===== src/rtl/speed_test_pkg.sv =====
// Shared types and constants for the speed-test sequencer and anything that
// needs to decode its state or status.
package speed_test_pkg;

    localparam int RESULT_W = 128;

    typedef enum logic [2:0] {
        S_IDLE,
        S_WAIT_READY,
        S_RUN,
        S_DRAIN,
        S_DONE
    } seq_state_e;

    localparam logic [1:0] ST_OK       = 2'd0;
    localparam logic [1:0] ST_READY_TO = 2'd1;
    localparam logic [1:0] ST_DRAIN_TO = 2'd2;
    localparam logic [1:0] ST_ABORT    = 2'd3;

    // Counter width helper that never collapses to a zero-width vector.
    function automatic int clog2_min1(input int v);
        return (v <= 2) ? 1 : $clog2(v);
    endfunction

endpackage


===== src/rtl/speed_test_sequencer_if.sv =====
// Command/status and per-port handshake bundle between the register block,
// the frame generators/checkers and the sequencer.
interface speed_test_sequencer_if #(
    parameter int TEST_PORT_NUM = 4
);
    import speed_test_pkg::*;

    logic                                    cmd_start;
    logic                                    cmd_abort;
    logic [TEST_PORT_NUM-1:0]                port_mask;
    logic [31:0]                             duration_ms;
    logic [TEST_PORT_NUM-1:0]                gen_ready;
    logic [TEST_PORT_NUM-1:0]                check_ready;
    logic [TEST_PORT_NUM-1:0][RESULT_W-1:0]  check_results;

    logic [TEST_PORT_NUM-1:0]                start;
    logic [TEST_PORT_NUM-1:0]                stop;
    logic                                    busy;
    logic                                    result_valid;
    logic [1:0]                              status;
    logic [TEST_PORT_NUM-1:0][RESULT_W-1:0]  results;
    logic [31:0]                             elapsed_ms;

    modport master (
        output cmd_start, cmd_abort, port_mask, duration_ms,
               gen_ready, check_ready, check_results,
        input  start, stop, busy, result_valid, status, results, elapsed_ms
    );

    modport slave (
        input  cmd_start, cmd_abort, port_mask, duration_ms,
               gen_ready, check_ready, check_results,
        output start, stop, busy, result_valid, status, results, elapsed_ms
    );

endinterface


===== src/rtl/speed_test_sequencer_ms_tick_gen.sv =====
// Millisecond prescaler: counts 0..DIV-1 while enabled and flags the wrap
// cycle; clear forces the count back to zero.
module ms_tick_gen
    import speed_test_pkg::*;
#(
    parameter int DIV = 125000
) (
    input  logic clk,
    input  logic rst,
    input  logic i_clr,
    input  logic i_en,
    output logic o_tick
);

    localparam int CNT_W = clog2_min1(DIV);

    logic [CNT_W-1:0] r_cnt;
    logic             w_wrap;

    assign w_wrap = (r_cnt == CNT_W'(DIV - 1));

    always_ff @(posedge clk) begin
        if (!rst || i_clr) begin
            r_cnt <= '0;
        end else if (i_en) begin
            r_cnt <= w_wrap ? '0 : r_cnt + 1'b1;
        end
    end

    assign o_tick = i_en && !i_clr && w_wrap;

endmodule


===== src/rtl/speed_test_sequencer.sv =====
// Timed-run sequencer: gathers port readiness, pulses start, times the run in
// ms, pulses stop, waits for checkers to drain and snapshots their results.
module speed_test_sequencer
    import speed_test_pkg::*;
#(
    parameter int TEST_PORT_NUM = 4,
    parameter int CLOCK_FREQ    = 125000000,
    parameter int READY_TIMEOUT = 1250000,
    parameter int DRAIN_GUARD   = 16
) (
    input logic                 clk,
    input logic                 rst,
    speed_test_sequencer_if.slave bus
);

    localparam int TICK_DIV = CLOCK_FREQ / 1000;
    localparam int TMO_W    = clog2_min1(READY_TIMEOUT + 1);

    seq_state_e                              r_state;
    logic [TEST_PORT_NUM-1:0]                r_mask;
    logic [31:0]                             r_dur;
    logic [31:0]                             r_elapsed;
    logic [TMO_W-1:0]                        r_tmo;
    logic [TMO_W-1:0]                        r_guard;
    logic [1:0]                              r_code;
    logic [1:0]                              r_status;
    logic                                    r_busy;
    logic                                    r_result_valid;
    logic [TEST_PORT_NUM-1:0]                r_start;
    logic [TEST_PORT_NUM-1:0]                r_stop;
    logic [TEST_PORT_NUM-1:0][RESULT_W-1:0]  r_results;

    logic w_tick;
    logic w_gen_ok;
    logic w_drain_ok;
    logic w_tmo_hit;
    logic w_guard_done;
    logic w_in_run;

    assign w_in_run     = (r_state == S_RUN);
    assign w_gen_ok     = ((bus.gen_ready & bus.check_ready & r_mask) == r_mask);
    assign w_drain_ok   = ((bus.check_ready & r_mask) == r_mask);
    assign w_tmo_hit    = (r_tmo == TMO_W'(READY_TIMEOUT));
    assign w_guard_done = (r_guard == TMO_W'(DRAIN_GUARD));

    // Held in clear outside RUN so every run starts on a fresh ms boundary.
    ms_tick_gen #(
        .DIV (TICK_DIV)
    ) u_tick (
        .clk    (clk),
        .rst    (rst),
        .i_clr  (!w_in_run),
        .i_en   (w_in_run),
        .o_tick (w_tick)
    );

    always_ff @(posedge clk) begin
        if (!rst) begin
            r_state        <= S_IDLE;
            r_mask         <= '0;
            r_dur          <= '0;
            r_elapsed      <= '0;
            r_tmo          <= '0;
            r_guard        <= '0;
            r_code         <= ST_OK;
            r_status       <= ST_OK;
            r_busy         <= 1'b0;
            r_result_valid <= 1'b0;
            r_start        <= '0;
            r_stop         <= '0;
            r_results      <= '0;
        end else begin
            r_start <= '0;
            r_stop  <= '0;
            case (r_state)
                S_IDLE: begin
                    if (bus.cmd_start) begin
                        r_mask         <= bus.port_mask;
                        r_dur          <= bus.duration_ms;
                        r_result_valid <= 1'b0;
                        r_elapsed      <= '0;
                        r_tmo          <= '0;
                        r_busy         <= 1'b1;
                        if (bus.port_mask == '0) begin
                            r_code  <= ST_ABORT;
                            r_state <= S_DONE;
                        end else begin
                            r_state <= S_WAIT_READY;
                        end
                    end
                end
                S_WAIT_READY: begin
                    if (bus.cmd_abort) begin
                        r_code  <= ST_ABORT;
                        r_state <= S_DONE;
                    end else if (w_gen_ok) begin
                        r_start <= r_mask;
                        r_state <= S_RUN;
                    end else if (w_tmo_hit) begin
                        r_code  <= ST_READY_TO;
                        r_state <= S_DONE;
                    end else begin
                        r_tmo <= r_tmo + 1'b1;
                    end
                end
                S_RUN: begin
                    // The duration compare precedes the tick, so elapsed never overshoots.
                    if (bus.cmd_abort) begin
                        r_stop  <= r_mask;
                        r_code  <= ST_ABORT;
                        r_state <= S_DONE;
                    end else if (r_elapsed == r_dur) begin
                        r_stop  <= r_mask;
                        r_tmo   <= '0;
                        r_guard <= '0;
                        r_state <= S_DRAIN;
                    end else if (w_tick) begin
                        r_elapsed <= r_elapsed + 32'd1;
                    end
                end
                S_DRAIN: begin
                    if (bus.cmd_abort) begin
                        r_code  <= ST_ABORT;
                        r_state <= S_DONE;
                    end else if (w_guard_done && w_drain_ok) begin
                        r_code  <= ST_OK;
                        r_state <= S_DONE;
                    end else if (w_tmo_hit) begin
                        r_code  <= ST_DRAIN_TO;
                        r_state <= S_DONE;
                    end else begin
                        r_tmo <= r_tmo + 1'b1;
                        if (!w_guard_done) r_guard <= r_guard + 1'b1;
                    end
                end
                S_DONE: begin
                    for (int i = 0; i < TEST_PORT_NUM; i++) begin
                        r_results[i] <= r_mask[i] ? bus.check_results[i] : '0;
                    end
                    r_status       <= r_code;
                    r_result_valid <= 1'b1;
                    r_busy         <= 1'b0;
                    r_state        <= S_IDLE;
                end
                default: r_state <= S_IDLE;
            endcase
        end
    end

    assign bus.start        = r_start;
    assign bus.stop         = r_stop;
    assign bus.busy         = r_busy;
    assign bus.result_valid = r_result_valid;
    assign bus.status       = r_status;
    assign bus.results      = r_results;
    assign bus.elapsed_ms   = r_elapsed;

endmodule


===== src/flat_wrapper.sv =====
// flat-port wrapper written by rule: the top's interface ports become plain ports
module speed_test_sequencer_flat import speed_test_pkg::*;
#(
    parameter int TEST_PORT_NUM = 4,
    parameter int CLOCK_FREQ    = 125000000,
    parameter int READY_TIMEOUT = 1250000,
    parameter int DRAIN_GUARD   = 16
)
  (clk, rst, bus_cmd_start, bus_cmd_abort, bus_port_mask, bus_duration_ms, bus_gen_ready, bus_check_ready, bus_check_results, bus_start, bus_stop, bus_busy, bus_result_valid, bus_status, bus_results, bus_elapsed_ms);
  speed_test_sequencer_if #(.TEST_PORT_NUM(TEST_PORT_NUM)) bus_i ();
  input logic clk;
  input logic rst;
  input wire logic [$bits(bus_i.cmd_start)-1:0] bus_cmd_start;
  input wire logic [$bits(bus_i.cmd_abort)-1:0] bus_cmd_abort;
  input wire logic [$bits(bus_i.port_mask)-1:0] bus_port_mask;
  input wire logic [$bits(bus_i.duration_ms)-1:0] bus_duration_ms;
  input wire logic [$bits(bus_i.gen_ready)-1:0] bus_gen_ready;
  input wire logic [$bits(bus_i.check_ready)-1:0] bus_check_ready;
  input wire logic [$bits(bus_i.check_results)-1:0] bus_check_results;
  output wire logic [$bits(bus_i.start)-1:0] bus_start;
  output wire logic [$bits(bus_i.stop)-1:0] bus_stop;
  output wire logic [$bits(bus_i.busy)-1:0] bus_busy;
  output wire logic [$bits(bus_i.result_valid)-1:0] bus_result_valid;
  output wire logic [$bits(bus_i.status)-1:0] bus_status;
  output wire logic [$bits(bus_i.results)-1:0] bus_results;
  output wire logic [$bits(bus_i.elapsed_ms)-1:0] bus_elapsed_ms;
  assign bus_i.cmd_start = bus_cmd_start;
  assign bus_i.cmd_abort = bus_cmd_abort;
  assign bus_i.port_mask = bus_port_mask;
  assign bus_i.duration_ms = bus_duration_ms;
  assign bus_i.gen_ready = bus_gen_ready;
  assign bus_i.check_ready = bus_check_ready;
  assign bus_i.check_results = bus_check_results;
  assign bus_start = bus_i.start;
  assign bus_stop = bus_i.stop;
  assign bus_busy = bus_i.busy;
  assign bus_result_valid = bus_i.result_valid;
  assign bus_status = bus_i.status;
  assign bus_results = bus_i.results;
  assign bus_elapsed_ms = bus_i.elapsed_ms;
  speed_test_sequencer #(.TEST_PORT_NUM(TEST_PORT_NUM), .CLOCK_FREQ(CLOCK_FREQ), .READY_TIMEOUT(READY_TIMEOUT), .DRAIN_GUARD(DRAIN_GUARD)) u_core (.clk(clk), .rst(rst), .bus(bus_i));
endmodule

===== config.mk =====
export PLATFORM = sky130hd
export DESIGN_NAME = speed_test_sequencer_flat
export DESIGN_NICKNAME = d
export VERILOG_FILES = /design/src/rtl/speed_test_pkg.sv /design/src/rtl/speed_test_sequencer_if.sv /design/src/rtl/speed_test_sequencer_ms_tick_gen.sv /design/src/rtl/speed_test_sequencer.sv /design/src/flat_wrapper.sv
export SDC_FILE = /design/constraint.sdc
export NUM_CORES = 1
export LEC_CHECK = 0
export CAP_MARGIN = 20
export CELL_PAD_IN_SITES_DETAIL_PLACEMENT = 2
export CELL_PAD_IN_SITES_GLOBAL_PLACEMENT = 2
export CORE_AREA = 2 2 433 435
export CTS_BUF_LIST = sky130_fd_sc_hd__clkbuf_4 sky130_fd_sc_hd__clkbuf_8
export DETAILED_ROUTE_END_ITERATION = 8
export DIE_AREA = 0 0 435 437
export PLACE_DENSITY = 0.57
export SLEW_MARGIN = 20
export SYNTH_ARGS = -nofsm -noshare
export SYNTH_HDL_FRONTEND = slang
export SYNTH_HIERARCHICAL = 1
export SYNTH_SLANG_ARGS = --single-unit
export TNS_END_PERCENT = 50

===== constraint.sdc =====
create_clock -name clk -period 4.2 [get_ports clk]
set_clock_uncertainty 0.05 [all_clocks]
set_input_delay 0.42 -clock clk [delete_from_list [all_inputs] [get_ports clk]]
set_output_delay 0.42 -clock clk [all_outputs]
set_load 0.02 [all_outputs]

==> metrics.txt <==
Register-to-Register Path Depth 11; Reg power frac 0.403; main flop type after synthesis dfxtp_1; DR WL/cell 23.99 um; row count 158; Area contributors post-synth dfxtp_1 51%, a21oi_1 11%, nand3_1 11%; final setup violation count 0; Gate Count Post-Synth 3215; RR Startpoint u_core/r_state[0]; initial antenna violation count 54; peak supply drop 0.2543 mV; critical-path cell list nor2_1 > nand2_1 > inv_1 > and3_1 > nand3_2 > nor4_1 > nand2_1 > a211oi_4 > buf_4 > a41oi_1 > a31oi_1; total grt overflow 0; pwr/cell area 343.3 mW/mm^2; warning count from the yosys run 6; Total Routing Usage GR 0.1742; Worst Setup Start Kind flip-flop; DRC viols 0; post-synthesis cell type count 62; Synth Cell Area 0.02559 mm^2; most frequent cells in the layout 1114 x clkdlybuf4s50_1, 676 x nand2_1, 652 x dfxtp_1; final hold viol count 0; Critical Path Max Stage Delay 620 ps; Area Overhead vs Synth 79.34%; Starting Density 0.1383; Bufs and invs on worst path 2; layout cells sized above 1 0.06772; max-cap viol count 0; reg2reg setup slack 630 ps; Pint 11.46 mW; most prevalent standard cell on the critical path nand2_1; core region area 0.1850 mm^2; RD Place Congestion 0.9270; die area 0.1901 mm^2; Worst-Margin Slew 1210 ps; Pre-Repair DR Iteration Count 5; WL final 172.5 mm; clock root cell clkbuf_8; hold depth 3; asr flop ratio synth 0; CTS tree done; Post-synth EDFFs 0; CTS Buf Count 142; Setup TNS 0 ps; period utilization 0.8506; leakage power 14.72 nW; post-DP HPWL 128.1 mm; number of synthesized register bits 656; critical path's slowest cell nor4_1; crit path kind flip-flop to flip-flop; sw frac 0.2726; IO buf count 1115; Die Height 437 um; Synth top area share 0.5132; # H-tree levels 4; overall die width 435 um; combinational power share 0.114; Slew HR 0.1934; Post-DP Area 0.03930 mm^2; hold_sp bus_check_results[67]; Tmin final 3572 ps; CP top delay family simple AND/OR/NAND/NOR gates; Worst Setup End Kind flip-flop; Max FO, Critical Path 31; largest net degree at the start of global routing 177; DR vias 29710; Ports 1116; Seq/Total Area, Yosys 0.5132; final net count 5145; # Post-CTS Setup Buffers 0; fmax 0.2799 GHz; global-route wire length before repair 240.6 mm; via/cell ratio 4.133; hold crit path type primary input to flip-flop; Clock Power Share 0.483; dominant cell type by area after synthesis dfxtp_1; later-pin clock latency in the skew report 880 ps; RSZ-0062 raised after global routing no; outcome finished, final reports clean; Final Max Tran Viols 0; post-route cell area 0.04589 mm^2; DRT antenna net count 0; Sw Pwr 4.294 mW; commonest non-fill, non-tap cell in the layout clkdlybuf4s50_1; syn nets 3781; CP required 4920 ps; WHS Endpoint u_core/bus.results[67]; Avg Inst Size Synth 7.959 um^2; Reg clk slew, reported paths 60 ps; Arr. time, crit path 4290 ps; reg2reg end u_core/bus.elapsed_ms[15]; Starting DRT DRC Count 1364; maximum clock path buffer count 3; vias in the first global route 31920; clock tree sinks 656
## worst max path at each step
stage	startpoint	end	slack (ps)	depth (start not counted)
finish	u_core/r_state[0]	u_core/bus.elapsed_ms[15]	630	11
global route	u_core/r_state[0]	u_core/bus.elapsed_ms[15]	150	11
CTS	u_core/r_state[0]	u_core/bus.elapsed_ms[15]	610	11
detailed placement	u_core/r_state[0]	u_core/bus.elapsed_ms[15]	630	11
global placement	u_core/r_state[0]	u_core/bus.elapsed_ms[15]	880	11
floorplan	u_core/r_state[2]	u_core/bus.elapsed_ms[15]	1350	13
## per-layer routing
layer / GRT usage / wire length (um) / vias up
met5: 0 / 103 / -
met3: 0.05017 / 10590 / 301
met4: 0.07342 / 7224 / 18
met2: 0.3054 / 87060 / 791
li1: - / - / 13900
met1: 0.1962 / 67510 / 14700
## Yosys cell counts, types with 17 or more instances
cell	instances
nand2_1	677
o21ai_0	30
nand3_1	554
a21oi_1	579
dfxtp_1	656
inv_1	18
clkbuf_1	263
a31oi_1	34
xnor2_1	44
nor2_1	74
o221a_1	17
nor3_1	22
nand4_1	44
## repair_timing
item                                   4_1_cts  5_1_grt
hold buffers                               351        0
gates resized for setup                      0        0
endpoints found under the hold margin      367        0
## sequential cells by signal, indices dropped and copies added, names as in the netlist
register                 count
u_core/bus.results         512
u_core/bus.elapsed_ms       32
u_core/r_dur                32
u_core/r_guard              21
u_core/r_tmo                21
u_core/u_tick/r_cnt         17
u_core/bus.start             4
u_core/bus.stop              4
u_core/r_mask                4
u_core/r_state               3
u_core/bus.status            2
u_core/r_code                2
u_core/bus.busy              1
u_core/bus.result_valid      1
## metrics by stage
stage	utilization	power (mW)	cells	setup slack (ps)	hold WS, ps
floorplan	-	7.028	3215	1355	382.1
global placement	0.2124	7.997	6564	877.0	387.1
detailed placement	0.2124	8.008	6564	631.5	395.9
CTS	0.2476	16.14	7161	605.4	1.124
global route	0.2479	16.52	7182	154.4	25.60
finish	0.2480	15.75	7189	627.7	137.1
## worst reg2reg max path: stages (launching register included)
cell	delay [ps]
dfxtp_1	480
nor2_1	220
nand2_1	160
inv_1	320
and3_1	280
nand3_2	120
nor4_1	620
nand2_1	210
a211oi_4	250
buf_4	390
a41oi_1	220
a31oi_1	170
## kinds of logic (layout without fill, tap and decap cells)
logic type,count (synthesis),count (layout),share of synthesized area
DFF,656,656,0.5132
and+or+nand+nor,1467,1467,0.2622
adders and majority gates,6,6,0.002934
buffers and inverters,312,1778,0.04728
xor gates and xnor gates,48,48,0.01643
AOI/OAI and AO/OA,723,723,0.1568
muxes,3,3,0.001174
other,0,28,0
## area by class of cell
| cell class | count | area [um^2] |
|---|---|---|
| diodes | 28 | 70.07 |
| clock buffers | 220 | 2740 |
| clock inverters | 26 | 266.5 |
| fillers | 21150 | 139100 |
| inverters | 18 | 75.07 |
| multi-input cells | 2247 | 11270 |
| flip-flops and latches | 656 | 13150 |
| well taps | 2480 | 3103 |
| repair buffers | 1514 | 15220 |
## power by group through the flow
stage               Combinational [mW]  Sequential [mW]  Clock, mW
finish                            1.80             6.35       7.61
CTS                               1.83             6.35       7.97
global placement                  1.52             6.48          0
global route                      1.93             6.35       8.24
floorplan                        0.545             6.48          0
detailed placement                1.53             6.48          0
Note: power is estimated with default switching activity, not from simulation.
